**src/rtl/sub_int32_serial_if.sv**
```systemverilog
// Handshake and operand/result bundle for the digit-serial subtractor.
// The master side issues operands with start; the slave side returns
// ready, a one-cycle valid pulse and the held Diff/Borrow result.
interface sub_int32_serial_if #(
    parameter int WIDTH = 32
);
    logic             start;
    logic [WIDTH-1:0] A;
    logic [WIDTH-1:0] B;
    logic             ready;
    logic             valid;
    logic [WIDTH-1:0] Diff;
    logic             Borrow;

    modport master (
        output start, A, B,
        input  ready, valid, Diff, Borrow
    );

    modport slave (
        input  start, A, B,
        output ready, valid, Diff, Borrow
    );
endinterface

```
**src/rtl/sub_int32_serial.sv**
```systemverilog
// Digit-serial subtractor: Diff = A - B computed as A + ~B + 1,
// DIGIT bits per cycle, least significant slice first.
// Sequence: IDLE (ready) -> RUN (N slice cycles) -> DONE (result publish).
module sub_int32_serial #(
    parameter int WIDTH = 32,
    parameter int DIGIT = 4
) (
    input  logic clk,
    input  logic rst,
    sub_int32_serial_if.slave bus
);
    localparam int N     = WIDTH / DIGIT;
    // N=1 still needs a one-bit counter so the compare below stays legal.
    localparam int CNT_W = (N > 1) ? $clog2(N) : 1;

    typedef enum logic [1:0] {
        IDLE = 2'd0,
        RUN  = 2'd1,
        DONE = 2'd2
    } state_t;

    state_t           state_reg;
    state_t           state_next;
    logic [WIDTH-1:0] opa_reg;
    logic [WIDTH-1:0] opb_reg;
    logic [WIDTH-1:0] res_reg;
    logic [WIDTH-1:0] diff_reg;
    logic [CNT_W-1:0] cnt_reg;
    logic             carry_reg;
    logic             borrow_reg;
    logic             valid_reg;

    logic [DIGIT:0]   slice_sum;
    logic [WIDTH-1:0] res_shift;
    logic             last_slice;

    // One slice of the ripple: low digit of each operand plus incoming carry.
    assign slice_sum  = {1'b0, opa_reg[DIGIT-1:0]} + {1'b0, opb_reg[DIGIT-1:0]}
                      + {{DIGIT{1'b0}}, carry_reg};
    // New sum digit enters at the top; after N slices the LSB digit sits at the bottom.
    assign res_shift  = (res_reg >> DIGIT)
                      | (WIDTH'(slice_sum[DIGIT-1:0]) << (WIDTH - DIGIT));
    assign last_slice = (cnt_reg == CNT_W'(N - 1));

    assign bus.ready  = (state_reg == IDLE);
    assign bus.valid  = valid_reg;
    assign bus.Diff   = diff_reg;
    assign bus.Borrow = borrow_reg;

    // State register.
    always_ff @(posedge clk or posedge rst) begin
        if (rst) begin
            state_reg <= IDLE;
        end else begin
            state_reg <= state_next;
        end
    end

    // Next-state logic; start outside IDLE is simply not looked at.
    always_comb begin
        state_next = state_reg;
        case (state_reg)
            IDLE:    if (bus.start) state_next = RUN;
            RUN:     if (last_slice) state_next = DONE;
            DONE:    state_next = IDLE;
            default: state_next = IDLE;
        endcase
    end

    // Operand capture and per-slice shift/accumulate datapath.
    always_ff @(posedge clk or posedge rst) begin
        if (rst) begin
            opa_reg   <= '0;
            opb_reg   <= '0;
            res_reg   <= '0;
            cnt_reg   <= '0;
            carry_reg <= 1'b0;
        end else if (state_reg == IDLE && bus.start) begin
            opa_reg   <= bus.A;
            opb_reg   <= ~bus.B;
            cnt_reg   <= '0;
            carry_reg <= 1'b1;
        end else if (state_reg == RUN) begin
            opa_reg   <= opa_reg >> DIGIT;
            opb_reg   <= opb_reg >> DIGIT;
            res_reg   <= res_shift;
            cnt_reg   <= cnt_reg + 1'b1;
            carry_reg <= slice_sum[DIGIT];
        end
    end

    // Result publish: outputs only move on the DONE cycle, so they hold during RUN.
    always_ff @(posedge clk or posedge rst) begin
        if (rst) begin
            diff_reg   <= '0;
            borrow_reg <= 1'b0;
            valid_reg  <= 1'b0;
        end else begin
            valid_reg <= (state_reg == DONE);
            if (state_reg == DONE) begin
                diff_reg   <= res_reg;
                borrow_reg <= ~carry_reg;
            end
        end
    end
endmodule

```
**src/flat_wrapper.sv**
```systemverilog
// flat-port wrapper written by rule: the top's interface ports become plain ports
module sub_int32_serial_flat 
#(
    parameter int WIDTH = 32,
    parameter int DIGIT = 4
)
  (clk, rst, bus_start, bus_A, bus_B, bus_ready, bus_valid, bus_Diff, bus_Borrow);
  sub_int32_serial_if #(.WIDTH(WIDTH)) bus_i ();
  input  logic clk;
  input  logic rst;
  input wire logic [$bits(bus_i.start)-1:0] bus_start;
  input wire logic [$bits(bus_i.A)-1:0] bus_A;
  input wire logic [$bits(bus_i.B)-1:0] bus_B;
  output wire logic [$bits(bus_i.ready)-1:0] bus_ready;
  output wire logic [$bits(bus_i.valid)-1:0] bus_valid;
  output wire logic [$bits(bus_i.Diff)-1:0] bus_Diff;
  output wire logic [$bits(bus_i.Borrow)-1:0] bus_Borrow;
  assign bus_i.start = bus_start;
  assign bus_i.A = bus_A;
  assign bus_i.B = bus_B;
  assign bus_ready = bus_i.ready;
  assign bus_valid = bus_i.valid;
  assign bus_Diff = bus_i.Diff;
  assign bus_Borrow = bus_i.Borrow;
  sub_int32_serial #(.WIDTH(WIDTH), .DIGIT(DIGIT)) u_core (.clk(clk), .rst(rst), .bus(bus_i));
endmodule
```
**config.mk**
```make
export PLATFORM = sky130hd
export DESIGN_NAME = sub_int32_serial_flat
export DESIGN_NICKNAME = d
export VERILOG_FILES = /design/src/rtl/sub_int32_serial_if.sv /design/src/rtl/sub_int32_serial.sv /design/src/flat_wrapper.sv
export SDC_FILE = /design/constraint.sdc
export NUM_CORES = 1
export LEC_CHECK = 0
export BUFFER_PORTS_ARGS = -buffer_cell sky130_fd_sc_hd__clkbuf_2
export CAP_MARGIN = 20
export CELL_PAD_IN_SITES_DETAIL_PLACEMENT = 0
export CELL_PAD_IN_SITES_GLOBAL_PLACEMENT = 1
export CORE_MARGIN = 3
export CORE_UTILIZATION = 45
export CTS_BUF_LIST = sky130_fd_sc_hd__clkbuf_8
export CTS_CLUSTER_DIAMETER = 150
export CTS_CLUSTER_SIZE = 30
export DETAILED_ROUTE_END_ITERATION = 7
export GPL_ROUTABILITY_DRIVEN = 0
export PLACE_DENSITY_LB_ADDON = 0.1
export SLEW_MARGIN = 5
export SYNTH_ARGS = -nofsm -noshare
export SYNTH_HDL_FRONTEND = slang
export SYNTH_SLANG_ARGS = --single-unit
```
**constraint.sdc**
```tcl
create_clock -name clk -period 6 [get_ports clk]
set_clock_uncertainty 0.1 [all_clocks]
set_input_delay 1.2 -clock clk [delete_from_list [all_inputs] [get_ports clk]]
set_output_delay 1.2 -clock clk [all_outputs]
set_load 0.05 [all_outputs]
```
# Yosys cells after proc, flatten, opt, wreduce, memory -nomap -nowiden
# Cells that the tools add are included.
[word_totals] reg_bits=136 input_bits=67 out_inout_bits=35 wordCells=37
[op_classes] add_sub_neg=3 n_eq_ne=5 n_mux=11 n_bitwise=4 reduce_logical=5
[op_table] operator="$mux W32" count=4
[op_table] operator="$not A32 Y32" count=1
[op_table] operator="$or A28 B32 Y32" count=1
[op_table] operator="$mux W3" count=2
[op_table] operator="$add A4 B4 Y5" count=1
[op_table] operator="$add A5 B1 Y5" count=1
[op_table] operator="$mux W2" count=2
[op_table] operator="$pmux W2 S2" count=1
[op_table] operator="$reduce_and A2 Y1" count=2
[op_table] operator="$add A3 B1 Y3 const B" count=1
[op_table] operator="$eq A3 B3 Y1 const B" count=1
[op_table] operator="$eq A2 B1 Y1 const B" count=1
[op_table] operator="$eq A2 B2 Y1 const B" count=1
[op_table] operator="$logic_not A2 Y1" count=1
[op_table] operator="$mux W1" count=2
[op_table] operator="$ne A2 B1 Y1 const B" count=1
[op_table] operator="$ne A2 B2 Y1 const B" count=1
[op_table] operator="$not A1 Y1" count=2
[op_table] operator="$reduce_bool A2 Y1" count=1
[op_table] operator="$logic_and A1 B1 Y1" count=1

# Longest topological paths before layout
# Gate-level depths: netlist (run 1).
[depth] ltp_word=4 mapped_depth=6 mapped_depth_nobuf=6

# Worst setup path after synthesis (run 1)
# OpenSTA, ideal clock, no wires.
[synth_path] path_type="register to output" from="reg u_core.state_reg[0]" to="out bus_ready" arrival_time_ns=1.090 required_time_ns=4.700 path_slack_ns=3.610 stages_incl_launch_ff=2 path_buffers=0 cell_sequence="dfrtp_1 -> nor2_1"
[synth_between] elab_chain_cells=1
[synth_rtl] element="from (decl)" line="sub_int32_serial.sv:22" source="state_t state_reg;"
[synth_rtl] element="from (signal assigned)" line="sub_int32_serial.sv:55" source="state_reg <= state_next;"
[synth_rtl] element="$logic_not A2 Y1" line="sub_int32_serial.sv:45" source="assign bus.ready = (state_reg == IDLE);"
[synth_rtl] element="to (decl)" line="flat_wrapper.sv:14" source="output wire logic [$bits(bus_i.ready)-1:0] bus_ready;"
# No other way between the ends.

# Worst setup path after layout (run 1)
[layout_path] from="reg u_core.state_reg[1]" to="out bus_ready"
# Same word-level chain as after synthesis.

==> results.json, run 1 <==
{
  "synth-edff-count": 0,
  "drive_gt1_frac": 0.2791,
  "finalSetupViolCount": 0,
  "crit_family": "flip-flops",
  "period_needed_ns": 2.679,
  "final_nets": 665,
  "clk_pin_slew_ns": 0.07,
  "synth_top_area_share": 0.6203,
  "synth_xor_area_frac": 0.001596,
  "cts-buffers-inserted": 17,
  "period_share": 0.4466,
  "core_area_um2": 11660,
  "grt_pass1_wl_um": 18390,
  "worstPathMaxFanout": 9,
  "vias_per_cell": 5.244,
  "clock.fmax_mhz": 373.2,
  "fp.dieH_um": 116.4,
  "drc": 0,
  "yosys.area_share.simple": 0.1539,
  "hold-worst-slack_ns": 0.3694,
  "seq_area_frac_synth": 0.6203,
  "io_buffers": 101,
  "tns_ns": 0,
  "dpl.hpwl_um": 7014,
  "synth_top_family_by_area": "simple AND/OR/NAND/NOR gates",
  "synth_top_cells_by_count": "157 x nand2_1, 136 x dfrtp_1, 32 x mux2_2",
  "synth_compound_area_frac": 0.1056,
  "maxCapViolCount": 0,
  "cts_resized": 0,
  "final-seq-area_um2": 3403,
  "async_reset_ff_frac": 1.000,
  "track_usage": 0.1757,
  "synth-main-ff-cell": "dfrtp_1",
  "netlist_area_um2": 5487,
  "wl_per_cell_um": 14.79,
  "crit_type": "reg -> out",
  "clkLatencyLatePin_ns": 0.43,
  "cp_data_arrival_time_ns": 1.38,
  "critPathBufInv": 1,
  "synth_cell_type_count": 26,
  "antenna_found_initial": 0,
  "die_x_um": 116.4,
  "muxShareOfSynthArea": 0.06568,
  "tightest_slew_ns": 0.9901,
  "fill_cells": 1048,
  "dr.pass1.iters": 4,
  "start_kind": "register",
  "grt_max_degree": 94,
  "grt_pass1_vias": 3773,
  "powerDensity_nw_per_um2": 551.9,
  "crit_chain": "nor2_1 -> clkbuf_2",
  "yosysTopAreaCell": "dfrtp_1",
  "worstPathRequired_ns": 4.70,
  "crit_slowest_cell": "dfrtp_1",
  "ios": 102,
  "drt_wl_total_um": 11020,
  "timing.hold.worst.class": "reg -> reg",
  "cts_max_level": 4,
  "final_core_util": 0.5551,
  "worst_path_largest_cell_delay_ns": 0.52,
  "cts.sinks": 136,
  "synthAdderAreaFrac": 0.01870,
  "drt.antenna.violating_nets": 0,
  "rsz0062_at_grt": "no",
  "final_hold_viol_count": 0,
  "ir_drop_mv": 0.2982,
  "cts_tree": "done",
  "yosysWarnings": 0,
  "ys_top_cells_by_area": "dfrtp_1 62%, nand2_1 11%, mux2_2 6.6%",
  "avgSynthCellArea_um2": 10.97,
  "pre_cts_slack_ns": 3.138,
  "num_vias": 3907,
  "clockRootBuffer": "clkbuf_8",
  "total_leakage_power_uw": 0.003454,
  "die-area_um2": 13550,
  "netlist_instances": 500,
  "status": "completed",
  "max_slew_margin": 0.3399,
  "yosysMostFrequentCell": "nand2_1",
  "grt_remaining_overflow": 0,
  "area_growth_pct": 17.99,
  "worst_slack_ns": 3.321,
  "initial_core_util": 0.4704,
  "synth_seq_cells": 136,
  "slew_violations": 0,
  "placement_rows": 39,
  "crit_path_end_kind": "primary output",
  "cts_buffer_depth": 2,
  "holdBufCountCts": 0,
  "post_cts_buffers": 0,
  "n_antenna_cell": 0,
  "synth_nets": 574,
  "multi_input_area_um2": 1924,
  "drt_iter0_markers": 243
}
kinds of logic (layout without fill, tap and decap cells):
logic type,after synthesis,count (layout)
AOI/OAI and AO/OA,71,71
xor gates and xnor gates,1,1
adders and majority gates,7,7
buffers and inverters,43,145
DFF,136,136
muxes,32,32
and+or+nand+nor,210,210
cells in the final DEF (no fill, tap or decap), types with 2 or more instances in the layout:
cell type,count
a22oi_1,28
nor2b_1,2
a221o_1,28
mux2_2,32
ha_1,5
clkbuf_2,101
nand3_1,11
fa_1,2
buf_4,5
o21ai_0,11
bufinv_16,2
nor4bb_1,2
nor2_1,30
inv_1,14
nand2_1,157
dfrtp_1,136
clkbuf_8,22
nand2b_2,2
worst paths after layout:
check	start	end	slack (ns)	cells past startpoint
max	u_core.state_reg[1]$_DFFE_PP0P_	bus_ready	3.32	2
min	u_core.carry_reg$_DFFE_PP0P_	u_core.bus.Borrow$_DFFE_PP0P_	0.37	1
max reg2reg	u_core.state_reg[0]$_DFFE_PP0P_	u_core.opa_reg[7]$_DFFE_PP0P_	3.57	4
min reg2reg	u_core.carry_reg$_DFFE_PP0P_	u_core.bus.Borrow$_DFFE_PP0P_	0.37	1
max in group asynchronous	rst	u_core.bus.Diff[17]$_DFFE_PP0P_	3.84	3
min in group asynchronous	rst	u_core.opb_reg[10]$_DFFE_PP0P_	0.81	2
routing by layer:
layer | track usage | up-vias | share of wire
met5 | 0 | - | 0
met4 | 0.07811 | 0 | 0.022
met3 | 0.05389 | 17 | 0.049
met2 | 0.2719 | 93 | 0.48
met1 | 0.2290 | 1913 | 0.44
li1 | - | 1884 | -
stage by stage:
| step | cell area (µm²) | std cells | total power [µW] |
|---|---|---|---|
| floorplan | 5487 | 500 | 2556 |
| global placement | 6088 | 715 | 2850 |
| detailed placement | 6088 | 715 | 2891 |
| CTS | 6474 | 745 | 3621 |
| global route | 6474 | 745 | 3843 |
| finish | 6474 | 745 | 3573 |
power breakdown:
part / leakage, µW / switching (µW) / internal, µW / total, µW
Clock: 0.000218 / 314 / 412 / 726
Sequential: 0.00176 / 231 / 1290 / 1520
Combinational: 0.00148 / 872 / 450 / 1320
Total: 0.00345 / 1420 / 2160 / 3570
area by class of cell:
type                       instances  area share
clock buffer                      22     0.04677
tap                              143     0.02764
multi-input combinational        321      0.2973
inverter                           9    0.005991
timing repair buffer             106     0.08388
sequential                       136      0.5257
clock inverter                     8     0.01276
Power figures use the tool's default switching activity.
==> inputs of run 2 (changes only) <==
--- a/config.mk
+++ b/config.mk
@@ -10,7 +10,7 @@
 export CELL_PAD_IN_SITES_DETAIL_PLACEMENT = 0
 export CELL_PAD_IN_SITES_GLOBAL_PLACEMENT = 1
 export CORE_MARGIN = 3
-export CORE_UTILIZATION = 45
+export CORE_UTILIZATION = 40
 export CTS_BUF_LIST = sky130_fd_sc_hd__clkbuf_8
 export CTS_CLUSTER_DIAMETER = 150
 export CTS_CLUSTER_SIZE = 30
==> constraint.sdc (replaced) <==
create_clock -name clk -period 2.4 [get_ports clk]
set_clock_uncertainty 0.1 [all_clocks]
set_input_delay 0.48 -clock clk [delete_from_list [all_inputs] [get_ports clk]]
set_output_delay 0.48 -clock clk [all_outputs]
set_load 0.05 [all_outputs]
==> run 2 against run 1 <==
Net effect: sequential share of layout area decreased by 0.62 points; die area increased by 12%; flip-flop and latch count is the same; core utilization decreased by 6.4 points; count of clock-buffer cells in the layout grew 2; sequential power rose to 2.5 times the previous value; clock power increased by 130%; register-to-register slack got worse by 3.0 ns; combinational power rose to 2.6 times the previous value; highest routed layer unchanged.
==> results.json, run 2 (synthesized netlist as in run 1, its figures left out) <==
{
  "antenna_found_initial": 0,
  "switching_share": 0.4038,
  "ir_drop_mv": 0.4994,
  "grt_pass1_vias": 3792,
  "powerDensity_nw_per_um2": 1359,
  "max_slew_margin": 0.5245,
  "timing.hold.worst.class": "in -> reg",
  "grt_max_degree": 137,
  "maxCapViolCount": 0,
  "clk_pin_slew_ns": 0.07,
  "vias_per_cell": 5.010,
  "clock.fmax_mhz": 503.4,
  "drt.antenna.violating_nets": 0,
  "switching_power_uw": 3594,
  "cts_tree": "done",
  "period_needed_ns": 1.986,
  "clockRootBuffer": "clkbuf_8",
  "clkPwrFrac": 0.188,
  "drt_wl_total_um": 11500,
  "finalSetupViolCount": 0,
  "p_int_uw": 5306,
  "drt_iter0_markers": 313,
  "track_usage": 0.1618,
  "n_antenna_cell": 0,
  "cts_max_level": 4,
  "dpl.hpwl_um": 7409,
  "die_x_um": 123.1,
  "cts-buffers-inserted": 17,
  "worstPathRequired_ns": 1.82,
  "final_cell_mix": "157 x nand2_1, 136 x dfrtp_1, 101 x clkbuf_2",
  "cts.sinks": 136,
  "grt_pass1_wl_um": 18850,
  "fp.dieH_um": 123.1,
  "slew_violations": 0,
  "tns_ns": 0,
  "dp.cells": 752,
  "period_share": 0.8277,
  "area_growth_pct": 19.41,
  "die-area_um2": 15160,
  "drive_gt1_frac": 0.2871,
  "drc": 0,
  "status": "completed",
  "core_area_um2": 13350,
  "initial_core_util": 0.4110,
  "wl_per_cell_um": 14.71,
  "cp_data_arrival_time_ns": 1.41,
  "tightest_slew_ns": 0.7132,
  "start_kind": "register",
  "holdBufCountCts": 0,
  "cts_buffer_depth": 2,
  "final_hold_viol_count": 0,
  "worstPathMaxFanout": 9,
  "io_buffers": 101,
  "total_leakage_power_uw": 0.003468,
  "cts_resized": 0,
  "stdcell_count": 782,
  "mostFrequentLayoutCell": "nand2_1",
  "post_cts_buffers": 0,
  "rsz0062_at_grt": "no",
  "grt_remaining_overflow": 0,
  "ios": 102,
  "placement_rows": 42,
  "comb_power_share": 0.381,
  "crit_type": "reg -> out",
  "num_vias": 3918,
  "dr.pass1.iters": 4,
  "final_nets": 669,
  "clkLatencyLatePin_ns": 0.44,
  "crit_path_end_kind": "primary output",
  "seqPwrFrac": 0.431
}
[run 2: changes by cell type in the layout (fill, tap and decap cells not counted), sizes merged]
| cell | previous run | this run |
|---|---|---|
| bufinv | 2 | 0 |
| clkbuf | 123 | 125 |
| clkinvlp | 0 | 1 |
| buf | 5 | 9 |
| inv | 15 | 12 |
| clkinv | 0 | 2 |
[run 2: area by class of cell]
class	count	area [µm²]
tap	176	220.2
timing repair buffer	110	610.6
inverter	9	37.54
multi-input combinational	321	1924
clock buffer	24	330.3
sequential	136	3403
fill	1269	6797
clock inverter	6	25.02
[run 2: layer usage]
metal / GRT usage / routed length [µm]
met1: 0.2102 / 5219
met2: 0.2497 / 5496
met3: 0.05078 / 622
met4: 0.07266 / 163
met5: 0 / 0
[run 2: worst max-delay path, cell delays in order (launching register included)]
cell,delay (ns)
dfrtp_1,0.50
nor2_1,0.16
clkbuf_2,0.31
[run 2: power by group through the flow]
| stage | combinational [µW] | clock (µW) | sequential (µW) |
|---|---|---|---|
| finish | 3390 | 1680 | 3830 |
| floorplan | 1930 | 0 | 4460 |
| detailed placement | 3460 | 0 | 3890 |
| CTS | 3470 | 1730 | 3850 |
| global route | 3790 | 1840 | 3950 |
| global placement | 3390 | 0 | 3860 |
[run 2: path summary, 6_finish.rpt]
check	start	to	slack [ns]	cells past startpoint
min in group asynchronous	rst	u_core.bus.Diff[5]$_DFFE_PP0P_	0.15	3
worst min register to register	u_core.carry_reg$_DFFE_PP0P_	u_core.bus.Borrow$_DFFE_PP0P_	0.37	1
worst max-delay path	u_core.state_reg[1]$_DFFE_PP0P_	bus_ready	0.41	2
worst min-delay path	bus_B[28]	u_core.opb_reg[28]$_DFFE_PP0P_	0.13	2
max in group asynchronous	rst	u_core.res_reg[22]$_DFFE_PP0P_	1.54	3
worst max register to register	u_core.carry_reg$_DFFE_PP0P_	u_core.carry_reg$_DFFE_PP0P_	0.55	6
[run 2: through the flow]
step                hold WS, ns  worst slack [ns]  cell area [µm²]  utilization  power, µW
CTS                     0.09453            0.3761             6551       0.4908       9049
finish                   0.1296            0.4136             6551       0.4908       8900
global route             0.1090            0.3172             6551       0.4908       9576
floorplan                0.3396            0.1269             5490            -       6390
detailed placement       0.3551            0.5431             6196       0.4642       7346
global placement         0.3551            0.6327             6196       0.4642       7252
==> inputs of run 3 (changes only) <==
--- a/config.mk
+++ b/config.mk
@@ -10,7 +10,7 @@
 export CELL_PAD_IN_SITES_DETAIL_PLACEMENT = 0
 export CELL_PAD_IN_SITES_GLOBAL_PLACEMENT = 1
 export CORE_MARGIN = 3
-export CORE_UTILIZATION = 40
+export CORE_UTILIZATION = 45
 export CTS_BUF_LIST = sky130_fd_sc_hd__clkbuf_8
 export CTS_CLUSTER_DIAMETER = 150
 export CTS_CLUSTER_SIZE = 30
==> constraint.sdc (replaced) <==
create_clock -name clk -period 1.88 [get_ports clk]
set_clock_uncertainty 0.1 [all_clocks]
set_input_delay 0.376 -clock clk [delete_from_list [all_inputs] [get_ports clk]]
set_output_delay 0.376 -clock clk [all_outputs]
set_load 0.05 [all_outputs]
==> run 3 against run 2 <==
Net effect: total power up 28%; hold slack worse by 0.092 ns; count of clock-buffer cells in the layout fell by 4.
==> results.json, run 3 (synthesized netlist as in run 1, its figures left out) <==
{
  "post_cts_buffers": 0,
  "cts_buffer_depth": 2,
  "clockRootBuffer": "clkbuf_8",
  "cts_tree": "done",
  "total_leakage_power_uw": 0.003516,
  "drt_iter0_markers": 286,
  "cp_data_arrival_time_ns": 1.26,
  "period_needed_ns": 1.736,
  "hold_depth": 3,
  "rsz0062_at_grt": "no",
  "grt_pass1_wl_um": 18820,
  "dpl.hpwl_um": 7477,
  "die_x_um": 116.4,
  "maxCapViolCount": 0,
  "grt_max_degree": 52,
  "dr.pass1.iters": 4,
  "max_slew_margin": 0.6517,
  "dp.cells": 725,
  "period_share": 0.9232,
  "cts_max_level": 4,
  "drc": 0,
  "ios": 102,
  "status": "completed",
  "dpl_cell_area_um2": 6250,
  "drt.antenna.violating_nets": 0,
  "stdcell_count": 761,
  "p_total_uw": 11430,
  "final_nets": 679,
  "clk_pin_slew_ns": 0.07,
  "final_hold_viol_count": 0,
  "mostFrequentLayoutCell": "nand2_1",
  "r2r_cells": 6,
  "grt_pass1_vias": 4008,
  "worstPathRequired_ns": 1.40,
  "clock.fmax_mhz": 576.1,
  "pre_cts_slack_ns": 0.05192,
  "clkLatencyLatePin_ns": 0.43,
  "powerDensity_nw_per_um2": 1723,
  "vias_per_cell": 5.205,
  "die-area_um2": 13550,
  "finalSetupViolCount": 0,
  "grt_remaining_overflow": 0,
  "wl_per_cell_um": 14.67,
  "cts.sinks": 136,
  "fp.dieH_um": 116.4,
  "worstPathMaxFanout": 9,
  "ir_drop_mv": 0.6476,
  "timing.hold.worst.class": "in -> reg",
  "track_usage": 0.1787,
  "worst_slack_ns": 0.1443,
  "n_antenna_cell": 0,
  "initial_core_util": 0.4704,
  "tightest_slew_ns": 0.5213,
  "drive_gt1_frac": 0.3010,
  "start_kind": "register",
  "crit_type": "reg -> out",
  "core_area_um2": 11660,
  "antenna_found_initial": 0,
  "placement_rows": 39,
  "crit_path_end_kind": "primary output",
  "drt_wl_total_um": 11160,
  "io_buffers": 101,
  "area_growth_pct": 20.93,
  "final_cell_mix": "157 x nand2_1, 135 x dfrtp_1, 100 x clkbuf_2",
  "cts-buffers-inserted": 17,
  "num_vias": 3961,
  "final_cell_area_um2": 6635,
  "slew_violations": 0
}
==> run 3: worst max-delay path: stages, from the launching register on <==
cell	delay [ns]
dfrtp_2	0.49
nor2_1	0.13
buf_4	0.21
==> run 3: path summary, 6_finish.rpt <==
path                                                      start                             end  slack, ns
max in group asynchronous                                   rst    u_core.carry_reg$_DFFE_PP0P_       0.64
worst max-delay path            u_core.state_reg[0]$_DFFE_PP0P_                       bus_ready       0.14
min in group asynchronous                                   rst   u_core.opb_reg[7]$_DFFE_PP0P_       0.42
worst min-delay path                                  bus_A[28]  u_core.opa_reg[28]$_DFFE_PP0P_       0.04
worst min register to register     u_core.carry_reg$_DFFE_PP0P_   u_core.bus.Borrow$_DFFE_PP0P_       0.37
worst max register to register     u_core.carry_reg$_DFFE_PP0P_    u_core.carry_reg$_DFFE_PP0P_       0.18
==> run 3: stage by stage <==
step | utilization | hold slack, ns | TNS (ns)
after floorplan | - | 0.3396 | -39.32
after global placement | 0.5359 | 0.3385 | 0
after detailed placement | 0.5359 | 0.3407 | 0
after CTS | 0.5684 | 0.0009242 | 0
after global routing | 0.5689 | 0.01026 | 0
final | 0.5689 | 0.03722 | 0
==> run 3: area by class of cell <==
class	instances	area, µm²
clock buffers	20	275.3
repair buffers	120	748.2
fillers	1030	5027
inverters	9	37.54
well taps	143	178.9
clock inverters	12	61.31
multi-input cells	321	1929
flip-flops and latches	136	3405
==> run 3: layer usage <==
| metal | vias to the layer above | track usage | wire length [µm] | share of wire |
|---|---|---|---|---|
| met1 | 1952 | 0.2293 | 4934 | 0.44 |
| met3 | 11 | 0.05699 | 546 | 0.049 |
| met4 | 0 | 0.06729 | 156 | 0.014 |
| li1 | 1911 | - | - | - |
| met2 | 87 | 0.2849 | 5526 | 0.50 |
| met5 | - | 0 | 0 | 0 |
==> run 3: power by group <==
group / switching, µW / internal (µW) / total, µW
combinational: 2860 / 1660 / 4520
clock: 1050 / 983 / 2040
sequential: 742 / 4130 / 4870
total: 4660 / 6770 / 11400
==> run 3: repair_timing <==
action	in CTS	in global routing
endpoints found under the hold margin	22	0
resized for setup	1	4
gates cloned	0	0
endpoints found under the setup margin	1	3
hold buffers	4	0
